**config.mk**
```make
export PLATFORM = sky130hd
export DESIGN_NAME = cache_backing_memory
export DESIGN_NICKNAME = d
export VERILOG_FILES = /design/src/rtl/cache_backing_memory_pkg.sv /design/src/rtl/mem_latency_counter.sv /design/src/rtl/cache_backing_memory.sv
export SDC_FILE = /design/constraint.sdc
export NUM_CORES = 1
export LEC_CHECK = 0
export ABC_AREA = 0
export CORE_ASPECT_RATIO = 0.75
export CORE_MARGIN = 3
export CORE_UTILIZATION = 35
export CTS_CLUSTER_DIAMETER = 120
export CTS_CLUSTER_SIZE = 8
export DETAILED_ROUTE_END_ITERATION = 16
export SLEW_MARGIN = 20
export SYNTH_ARGS = -nofsm -noshare
export SYNTH_HDL_FRONTEND = slang
export SYNTH_HIERARCHICAL = 1
export SYNTH_SLANG_ARGS = --single-unit
```
**constraint.sdc**
```tcl
create_clock -name clk -period 4.4 [get_ports clk]
set_input_delay 0.88 -clock clk [delete_from_list [all_inputs] [get_ports clk]]
set_output_delay 0.88 -clock clk [all_outputs]
set_load 0.02 [all_outputs]
```
**src/rtl/cache_backing_memory_pkg.sv**
```systemverilog
// Shared constants and state encoding for the cache memory side.
// The cache front end uses the same widths.
package cache_backing_memory_pkg;

  localparam int ADDR_W      = 8;
  localparam int WORD_W      = 8;
  localparam int BLOCK_BYTES = 4;
  localparam int BLOCK_W     = 32;

  typedef enum logic [2:0] {
    ST_IDLE    = 3'd0,
    ST_RD_WAIT = 3'd1,
    ST_RD_DONE = 3'd2,
    ST_WR_WAIT = 3'd3,
    ST_WR_DONE = 3'd4
  } state_e;

endpackage

```
**src/rtl/mem_latency_counter.sv**
```systemverilog
// Loadable down-counter with a zero flag.
// Holds at zero; a load overrides a decrement.
module mem_latency_counter #(
  parameter int W = 2
) (
  input  logic         clk,
  input  logic         rst_n,
  input  logic         load,
  input  logic [W-1:0] load_val,
  input  logic         dec,
  output logic         zero
);

  logic [W-1:0] cnt_q, cnt_d;

  always_comb begin
    cnt_d = cnt_q;
    if (load) begin
      cnt_d = load_val;
    end else if (dec && (cnt_q != '0)) begin
      cnt_d = cnt_q - 1'b1;
    end
  end

  always_ff @(posedge clk or negedge rst_n) begin
    if (!rst_n) begin
      cnt_q <= '0;
    end else begin
      cnt_q <= cnt_d;
    end
  end

  assign zero = (cnt_q == '0);

endmodule

```
**src/rtl/cache_backing_memory.sv**
```systemverilog
// Backing store for the cache memory port: block reads, byte
// write-throughs, four-phase handshake with programmable latency.
module cache_backing_memory
  import cache_backing_memory_pkg::*;
#(
  parameter int DEPTH         = 64,
  parameter int READ_LATENCY  = 2,
  parameter int WRITE_LATENCY = 2
) (
  input  logic               clk,
  input  logic               rst,
  input  logic               MRead_request,
  input  logic               MWrite_request,
  input  logic [ADDR_W-1:0]  MAddress,
  input  logic [WORD_W-1:0]  MWrite_data,
  output logic [BLOCK_W-1:0] MRead_data,
  output logic               MRead_ready,
  output logic               MWrite_done
);

  localparam int AW   = $clog2(DEPTH);
  localparam int MAXL = (READ_LATENCY > WRITE_LATENCY) ?
                        READ_LATENCY : WRITE_LATENCY;
  localparam int CW   = (MAXL > 1) ? $clog2(MAXL) : 1;

  state_e state_q, state_d;

  logic [AW-1:0]      addr_q, addr_d;
  logic [WORD_W-1:0]  wdata_q, wdata_d;
  logic [BLOCK_W-1:0] data_q, data_d;
  logic               ready_q, ready_d;
  logic               done_q, done_d;

  logic               cnt_load;
  logic               cnt_dec;
  logic               cnt_zero;
  logic [CW-1:0]      cnt_val;
  logic               commit;
  logic [AW-1:0]      base;
  logic [BLOCK_W-1:0] rd_word;

  logic [WORD_W-1:0]  mem_q [DEPTH];

  if (AW < ADDR_W) begin : g_hi
    logic unused_addr_hi;
    assign unused_addr_hi = ^MAddress[ADDR_W-1:AW];
  end

  mem_latency_counter #(
    .W (CW)
  ) u_cnt (
    .clk      (clk),
    .rst_n    (rst),
    .load     (cnt_load),
    .load_val (cnt_val),
    .dec      (cnt_dec),
    .zero     (cnt_zero)
  );

  always_ff @(posedge clk or negedge rst) begin
    if (!rst) begin
      state_q <= ST_IDLE;
      addr_q  <= '0;
      wdata_q <= '0;
      data_q  <= '0;
      ready_q <= 1'b0;
      done_q  <= 1'b0;
    end else begin
      state_q <= state_d;
      addr_q  <= addr_d;
      wdata_q <= wdata_d;
      data_q  <= data_d;
      ready_q <= ready_d;
      done_q  <= done_d;
    end
  end

  always_comb begin
    state_d  = state_q;
    addr_d   = addr_q;
    wdata_d  = wdata_q;
    cnt_load = 1'b0;
    cnt_dec  = 1'b0;
    cnt_val  = '0;
    unique case (state_q)
      ST_IDLE: begin
        if (MWrite_request) begin
          state_d  = ST_WR_WAIT;
          addr_d   = MAddress[AW-1:0];
          wdata_d  = MWrite_data;
          cnt_load = 1'b1;
          cnt_val  = CW'(WRITE_LATENCY - 1);
        end else if (MRead_request) begin
          state_d  = ST_RD_WAIT;
          addr_d   = MAddress[AW-1:0];
          cnt_load = 1'b1;
          cnt_val  = CW'(READ_LATENCY - 1);
        end
      end
      ST_RD_WAIT: begin
        if (!MRead_request)  state_d = ST_IDLE;
        else if (cnt_zero)   state_d = ST_RD_DONE;
        else                 cnt_dec = 1'b1;
      end
      ST_RD_DONE: begin
        if (!MRead_request)  state_d = ST_IDLE;
      end
      ST_WR_WAIT: begin
        if (!MWrite_request) state_d = ST_IDLE;
        else if (cnt_zero)   state_d = ST_WR_DONE;
        else                 cnt_dec = 1'b1;
      end
      ST_WR_DONE: begin
        if (!MWrite_request) state_d = ST_IDLE;
      end
      default: state_d = ST_IDLE;
    endcase
  end

  always_comb begin
    ready_d = ready_q;
    done_d  = done_q;
    data_d  = data_q;
    commit  = 1'b0;
    unique case (state_q)
      ST_RD_WAIT: begin
        if (MRead_request && cnt_zero) begin
          ready_d = 1'b1;
          data_d  = rd_word;
        end
      end
      ST_RD_DONE: begin
        if (!MRead_request) ready_d = 1'b0;
      end
      ST_WR_WAIT: begin
        if (MWrite_request && cnt_zero) begin
          done_d = 1'b1;
          commit = 1'b1;
        end
      end
      ST_WR_DONE: begin
        if (!MWrite_request) done_d = 1'b0;
      end
      default: ;
    endcase
  end

  // Block reads ignore the low two address bits.
  assign base = addr_q & ~AW'(3);

  always_comb begin
    rd_word = '0;
    for (int n = 0; n < BLOCK_BYTES; n++) begin
      rd_word[WORD_W*n +: WORD_W] = mem_q[base | AW'(n)];
    end
  end

  always_ff @(posedge clk or negedge rst) begin
    if (!rst) begin
      for (int i = 0; i < DEPTH; i++) begin
        mem_q[i] <= WORD_W'(i);
      end
    end else if (commit) begin
      mem_q[addr_q] <= wdata_q;
    end
  end

  assign MRead_data  = data_q;
  assign MRead_ready = ready_q;
  assign MWrite_done = done_q;

endmodule

```
* Yosys cells after proc, flatten, opt, wreduce, memory -nomap -nowiden
Index checks and enable logic that the tools add are counted.
** Storage, ports and cells
- Register bits :: 564
- Bits of input ports :: 20
- Output and inout bits :: 34
- Logic and storage cells :: 153
** Operators by class
- $add $sub $neg :: 1
- Order comparisons :: 6
- Eq/ne operators :: 11
- Mux-type cells :: 43
- Bitwise logic cells :: 6
- Reduce and logical (&&, ||, !) cells :: 15
** Operators with widths (number)
- 512-bit bitwise mux :: 1
- 8-bit binary-select mux with 6-bit select :: 4
- 8-bit two-way mux :: 9
- 8-bit demux with 6-bit select :: 1
- 7-bit greater-or-equal comparator (second input constant) :: 5
- 6-bit NOT with 7-bit output :: 5
- 3-bit two-way mux :: 8
- 3-bit one-hot mux with 5 select lines :: 1
- 1-bit two-way mux :: 14
- 6-bit two-way mux :: 2
- 3-bit != test (second input constant) :: 3
- 2-bit != test (second input constant) :: 4
- 2-bit nonzero test :: 4
- 7-bit by 1-bit < comparator with 1-bit output (second input constant) :: 1
- 3-bit by 2-bit equality test with 1-bit output (second input constant) :: 2
- 1-bit one-hot mux with 2 select lines :: 3
- 2-bit AND reduction :: 3
- 3-bit AND reduction :: 2
- 5-bit AND reduction :: 1
- 1-bit logical AND :: 4
- 3-bit by 1-bit equality test with 1-bit output (second input constant) :: 1
- 3-bit equality test (second input constant) :: 1
- 3-bit zero test :: 1
- 1-bit NOT :: 1
- 1-bit subtractor (second input constant) :: 1

* Logic depth before layout (Yosys ltp)
- Depth after elaboration :: 6
- Mapped depth :: 8
- Depth with buffers taken out :: 5

* Cells and area by module
The synthesis kept the hierarchy.
** Modules (own cells, without submodules)
- cache_backing_memory :: times used 1, cells each 1654, area an instance 25688.4 um2, seq. area each 14328.7 um2
- mem_latency_counter :: times used 1, cells each 4, area an instance 45.0 um2, seq. area each 25.0 um2

* Worst setup path before layout
Ideal clock, no wire load.
- Path kind :: in2reg
- Start point :: input MWrite_request
- End point :: register mem_q[323] (netlist name)
- Setup time :: 0.125 ns
- Arrival :: 2.211 ns
- Slack :: 2.064 ns
- Stages on the path :: 6
- Path through :: and4b_1 clkbuf_2 nand3_4 buf_6 nor3_4 mux2_2
** On the way
- Longest elaborated chain between the ends :: 3
** RTL lines
- from (decl) :: RTL line cache_backing_memory.sv:13 : input logic MWrite_request,
- 1-bit logical AND :: RTL line cache_backing_memory.sv:136 : if (MWrite_request && cnt_zero) begin
- 1-bit two-way mux :: RTL line cache_backing_memory.sv:136
- 1-bit two-way mux :: RTL line cache_backing_memory.sv:125 : unique case (state_q)
- to (signal, indexed assignment) :: RTL line cache_backing_memory.sv:161 : mem_q[i] <= WORD_W'(i);
- to (signal, indexed assignment) :: RTL line cache_backing_memory.sv:164 : mem_q[addr_q] <= wdata_q;
- to (decl) :: RTL line cache_backing_memory.sv:42 : logic [WORD_W-1:0] mem_q [DEPTH];
Every way passes these cells.
A chain may end at the register's enable or synchronous reset.

* Worst setup path in the final report
- Start point :: register addr_q[5]
- End point :: register mem_q[453] (netlist name)
** On the way
- Longest elaborated chain between the ends :: 6
** RTL lines
- from (decl) :: RTL line cache_backing_memory.sv:28 : logic [AW-1:0] addr_q, addr_d;
- from (signal assigned) :: RTL line cache_backing_memory.sv:70 : addr_q <= addr_d;
- 6-bit NOT with 7-bit output (implied by the code) * :: RTL line cache_backing_memory.sv:164
- 7-bit greater-or-equal comparator (implied by the code) or 7-bit by 1-bit < comparator with 1-bit output (tied branches) :: RTL line cache_backing_memory.sv:164
- 1-bit logical AND (implied by the code) :: RTL line cache_backing_memory.sv:164
- 8-bit two-way mux (implied by the code) :: RTL line cache_backing_memory.sv:164
- 8-bit demux with 6-bit select * :: RTL line cache_backing_memory.sv:164
- 512-bit bitwise mux * :: RTL line cache_backing_memory.sv:164
Every way passes the cells marked *; elsewhere a longest branch is shown, timed or not.

==> results.py <==
metrics = {
    "drt": {
        "wl_met1_um": 32300,
        "vias": 14800,
        "drtPass1Iterations": 5,
        "avgViaCountPerCell": 5.41,
        "drt_iter0_drc": 1102,
        "wl_per_cell_um": 24.2,
        "ant_nets": 0,
        "drc_errors": 0,
        "wl_um": 66000,
        "met3_length_um": 4050,
        "routed.top_layer": "met4",
        "wl_met2_um": 28500,
    },
    "grt": {
        "grt_max_degree": 111,
        "grt_first_pass_wirelength_um": 101000,
        "grt_use_total": 0.174,
        "antenna_found_initial": 2,
        "grt_pass1_vias": 15500,
        "grt-ovfl-total": 0,
    },
    "sta": {
        "finalCriticalPeriod_ps": 3060,
        "max_freq_ghz": 0.326,
        "rsz0062_at_grt": "false",
        "setup_tns_ps": 0,
        "final-setup-viol-count": 0,
        "finalMaxSlewViolations": 0,
        "skew_ps": 22.8,
        "tightest_slew_ps": 1020,
        "final_min_period_over_clock_period": 0.696,
        "finalHoldViolCount": 0,
        "maxSlewHeadroom": 0.317,
    },
    "logic_synthesis": {
        "yosysWarnings": 6,
        "ys_ff_latch": 564,
        "synth-async-reset-ratio": 1.00,
        "synthFlopType": "dfrtp_1",
        "synth_edf_count": 0,
        "synth_xor_area_frac": 0,
        "netlist-cell-type-count": 53,
        "synth-adder-area-share": 0,
        "syn_inst": 1658,
        "synth-compound-area-share": 0.0220,
        "syn-cell-area_um2": 25700,
        "synth_mux_area_frac": 0.356,
        "synth_fp_nets": 1678,
        "synth_top_family_by_area": "multiplexers",
        "syn_avg_cell_area_um2": 15.5,
        "synth-seq-area-share": 0.558,
        "synth_simple_gate_area_frac": 0.0426,
    },
    "final_layout": {
        "fill_cells": 6571,
        "syn_to_final_growth_pct": 15.5,
        "fin_nets": 1732,
        "seq_area_um2": 14400,
        "multiInputGateArea_um2": 10800,
        "drive_gt1_frac": 0.582,
    },
    "clocking": {
        "clkTransAtPathRegs_ps": 50,
        "cts_tree": "yes",
        "cts_sinks": 564,
        "post_cts_buffers": 0,
        "clockRootBuffer": "clkbuf_16",
        "cts-buffers-inserted": 80,
        "htreeDepth": 3,
        "postCtsResizedCells": 0,
        "cts_hold_buffers": 0,
        "clk_latency_ps": 610,
        "clock_path_buffers": 3,
    },
    "pwr": {
        "comb_power_share": 0.247,
        "power_density_nw_per_um2": 590,
        "p_seq_frac": 0.424,
        "switchingPower_w": 0.00568,
        "p_total_w": 0.0175,
        "internal_power_w": 0.0118,
        "power_leakage_nw": 13.2,
        "clock_power_share": 0.330,
        "switching_share": 0.324,
        "peakVddDrop_mv": 0.425,
    },
    "worst_setup_path": {
        "crit_top_cell": "nor2_2",
        "start_kind": "flop",
        "critPathCaptureType": "flop",
        "path_cells": "buf_4 > nor2_2 > nand3_1 > nor2_2 > mux2_2",
        "cp_max_fo": 27,
        "rr_startpoint": "addr_q[5]$_DFFE_PN0P_",
        "r2r_slack_ps": 1340,
        "crit_required_ps": 4880,
        "arrival_ps": 3550,
        "slowest_stage": "nor2_2",
        "endpoint": "mem_q[453]$_DFFE_PN0P_",
        "slowest_delay_ps": 670,
        "cp-startpoint": "addr_q[5]$_DFFE_PN0P_",
        "r2r_end": "mem_q[453]$_DFFE_PN0P_",
        "worst-r2r-cell-count": 5,
        "crit_type": "reg -> reg",
    },
    "job": {
        "drv_cap": 0,
    },
    "outcome": {
        "outcome": "complete, no violations",
    },
    "worst_hold_path": {
        "hp-class": "in -> async",
    },
    "placement": {
        "dpl.hpwl_um": 41500,
        "portBuffers": 51,
        "gp_congestion": 0.780,
    },
    "floorplanning": {
        "die_w_um": 319,
        "io_pins": 54,
        "die_h_um": 241,
        "core_region_area_um2": 72300,
        "start_util": 0.356,
        "fp-row-count": 85,
        "fp.dieArea_um2": 76800,
    },
}
through the flow:
| step | instances | util | worst slack (ps) | hold WS (ps) | instance area [µm²] |
|---|---|---|---|---|---|
| after floorplan | 1658 | - | 2060 | 452 | 25700 |
| after global placement | 2587 | 0.378 | 827 | 463 | 27400 |
| after detailed placement | 2587 | 0.378 | 830 | 471 | 27400 |
| after CTS | 2730 | 0.411 | 1390 | 401 | 29700 |
| after global routing | 2730 | 0.411 | 1250 | 450 | 29700 |
| final | 2731 | 0.411 | 1340 | 364 | 29700 |
area by class of cell:
type                       count  area share
sequential                   564       0.484
multi-input combinational    969       0.365
clock buffer                 139      0.0770
tap                          957      0.0403
timing repair buffer          94      0.0312
clock inverter                 4     0.00190
inverter                       3    0.000379
antenna                        1   0.0000842
registers in the layout (all words and copies together) (netlist names):
signal,count
MRead_ready,1
wdata_q,8
mem_q,512
MRead_data,32
u_cnt/cnt_q,1
MWrite_done,1
state_q,3
addr_q,6
worst max-delay path, delay by kind of cell (launching register included):
| family | cells | cell delay, ps |
|---|---|---|
| AND/OR/NAND/NOR | 3 | 1520 |
| flip-flops | 1 | 630 |
| multiplexers | 1 | 410 |
| buffers and inverters | 1 | 340 |
routing by layer:
metal,vias to the layer above,GRT usage
met5,-,0
met4,0,0.0452
met3,99,0.0435
met2,370,0.253
met1,8003,0.261
li1,6314,-
worst min path at each step:
stage,endpoint,start
final,mem_q[453]$_DFFE_PN0P_,rst
after global routing,mem_q[325]$_DFFE_PN0P_,rst
after CTS,mem_q[453]$_DFFE_PN0P_,rst
after detailed placement,mem_q[262]$_DFFE_PN0P_,mem_q[262]$_DFFE_PN0P_
after global placement,mem_q[262]$_DFFE_PN0P_,mem_q[262]$_DFFE_PN0P_
after floorplan,mem_q[295]$_DFFE_PN0P_,mem_q[295]$_DFFE_PN0P_
synthesized netlist by cell type, types with 5 or more instances:
cell | number | area [µm²]
nand3b_1 | 7 | 52.6
nor3_2 | 7 | 70.1
o221ai_1 | 8 | 70.1
mux4_2 | 114 | 2570
a211o_1 | 10 | 87.6
a22oi_1 | 11 | 82.6
nand3_1 | 10 | 50.1
a31oi_1 | 9 | 56.3
nor2_1 | 31 | 116
o211ai_1 | 8 | 60.1
dfrtp_1 | 372 | 9310
nand2_1 | 45 | 169
o21ai_0 | 7 | 35.0
mux2_1 | 6 | 67.6
nor3_1 | 11 | 55.1
nand4_2 | 6 | 75.1
nor2_2 | 20 | 125
dfstp_2 | 192 | 5040
buf_1 | 5 | 18.8
nand2b_1 | 8 | 50.1
mux2_2 | 523 | 5890
nand2_2 | 11 | 68.8
buf_2 | 32 | 160
clkbuf_1 | 75 | 282
buf_4 | 5 | 37.5
o22ai_1 | 9 | 56.3
mux2i_1 | 64 | 641
power groups by stage:
stage / Combinational (W) / Clock, W / Sequential (W)
after detailed placement: 0.00437 / 0 / 0.00749
after floorplan: 0.00344 / 0 / 0.00679
after global routing: 0.00465 / 0.00618 / 0.00758
after global placement: 0.00429 / 0 / 0.00742
final: 0.00432 / 0.00578 / 0.00743
after CTS: 0.00439 / 0.00593 / 0.00742
layout by cell type (no fill, tap or decap), drive strengths merged, types with 11 or more instances in the layout:
cell	instances
nor2	51
dfrtp	372
clkbuf	139
nand2	56
mux4	114
a22oi	11
clkdlybuf4s50	50
dfstp	192
buf	44
mux2	529
nand3	11
mux2i	64
nor3	22
cells by family after synthesis:
kind of cell,count (synthesis)
AND/OR/NAND/NOR,185
flip-flops,564
multiplexers,707
buffers and inverters,125
AO/OA/AOI/OAI,77
(Power assumes the default switching activity.)
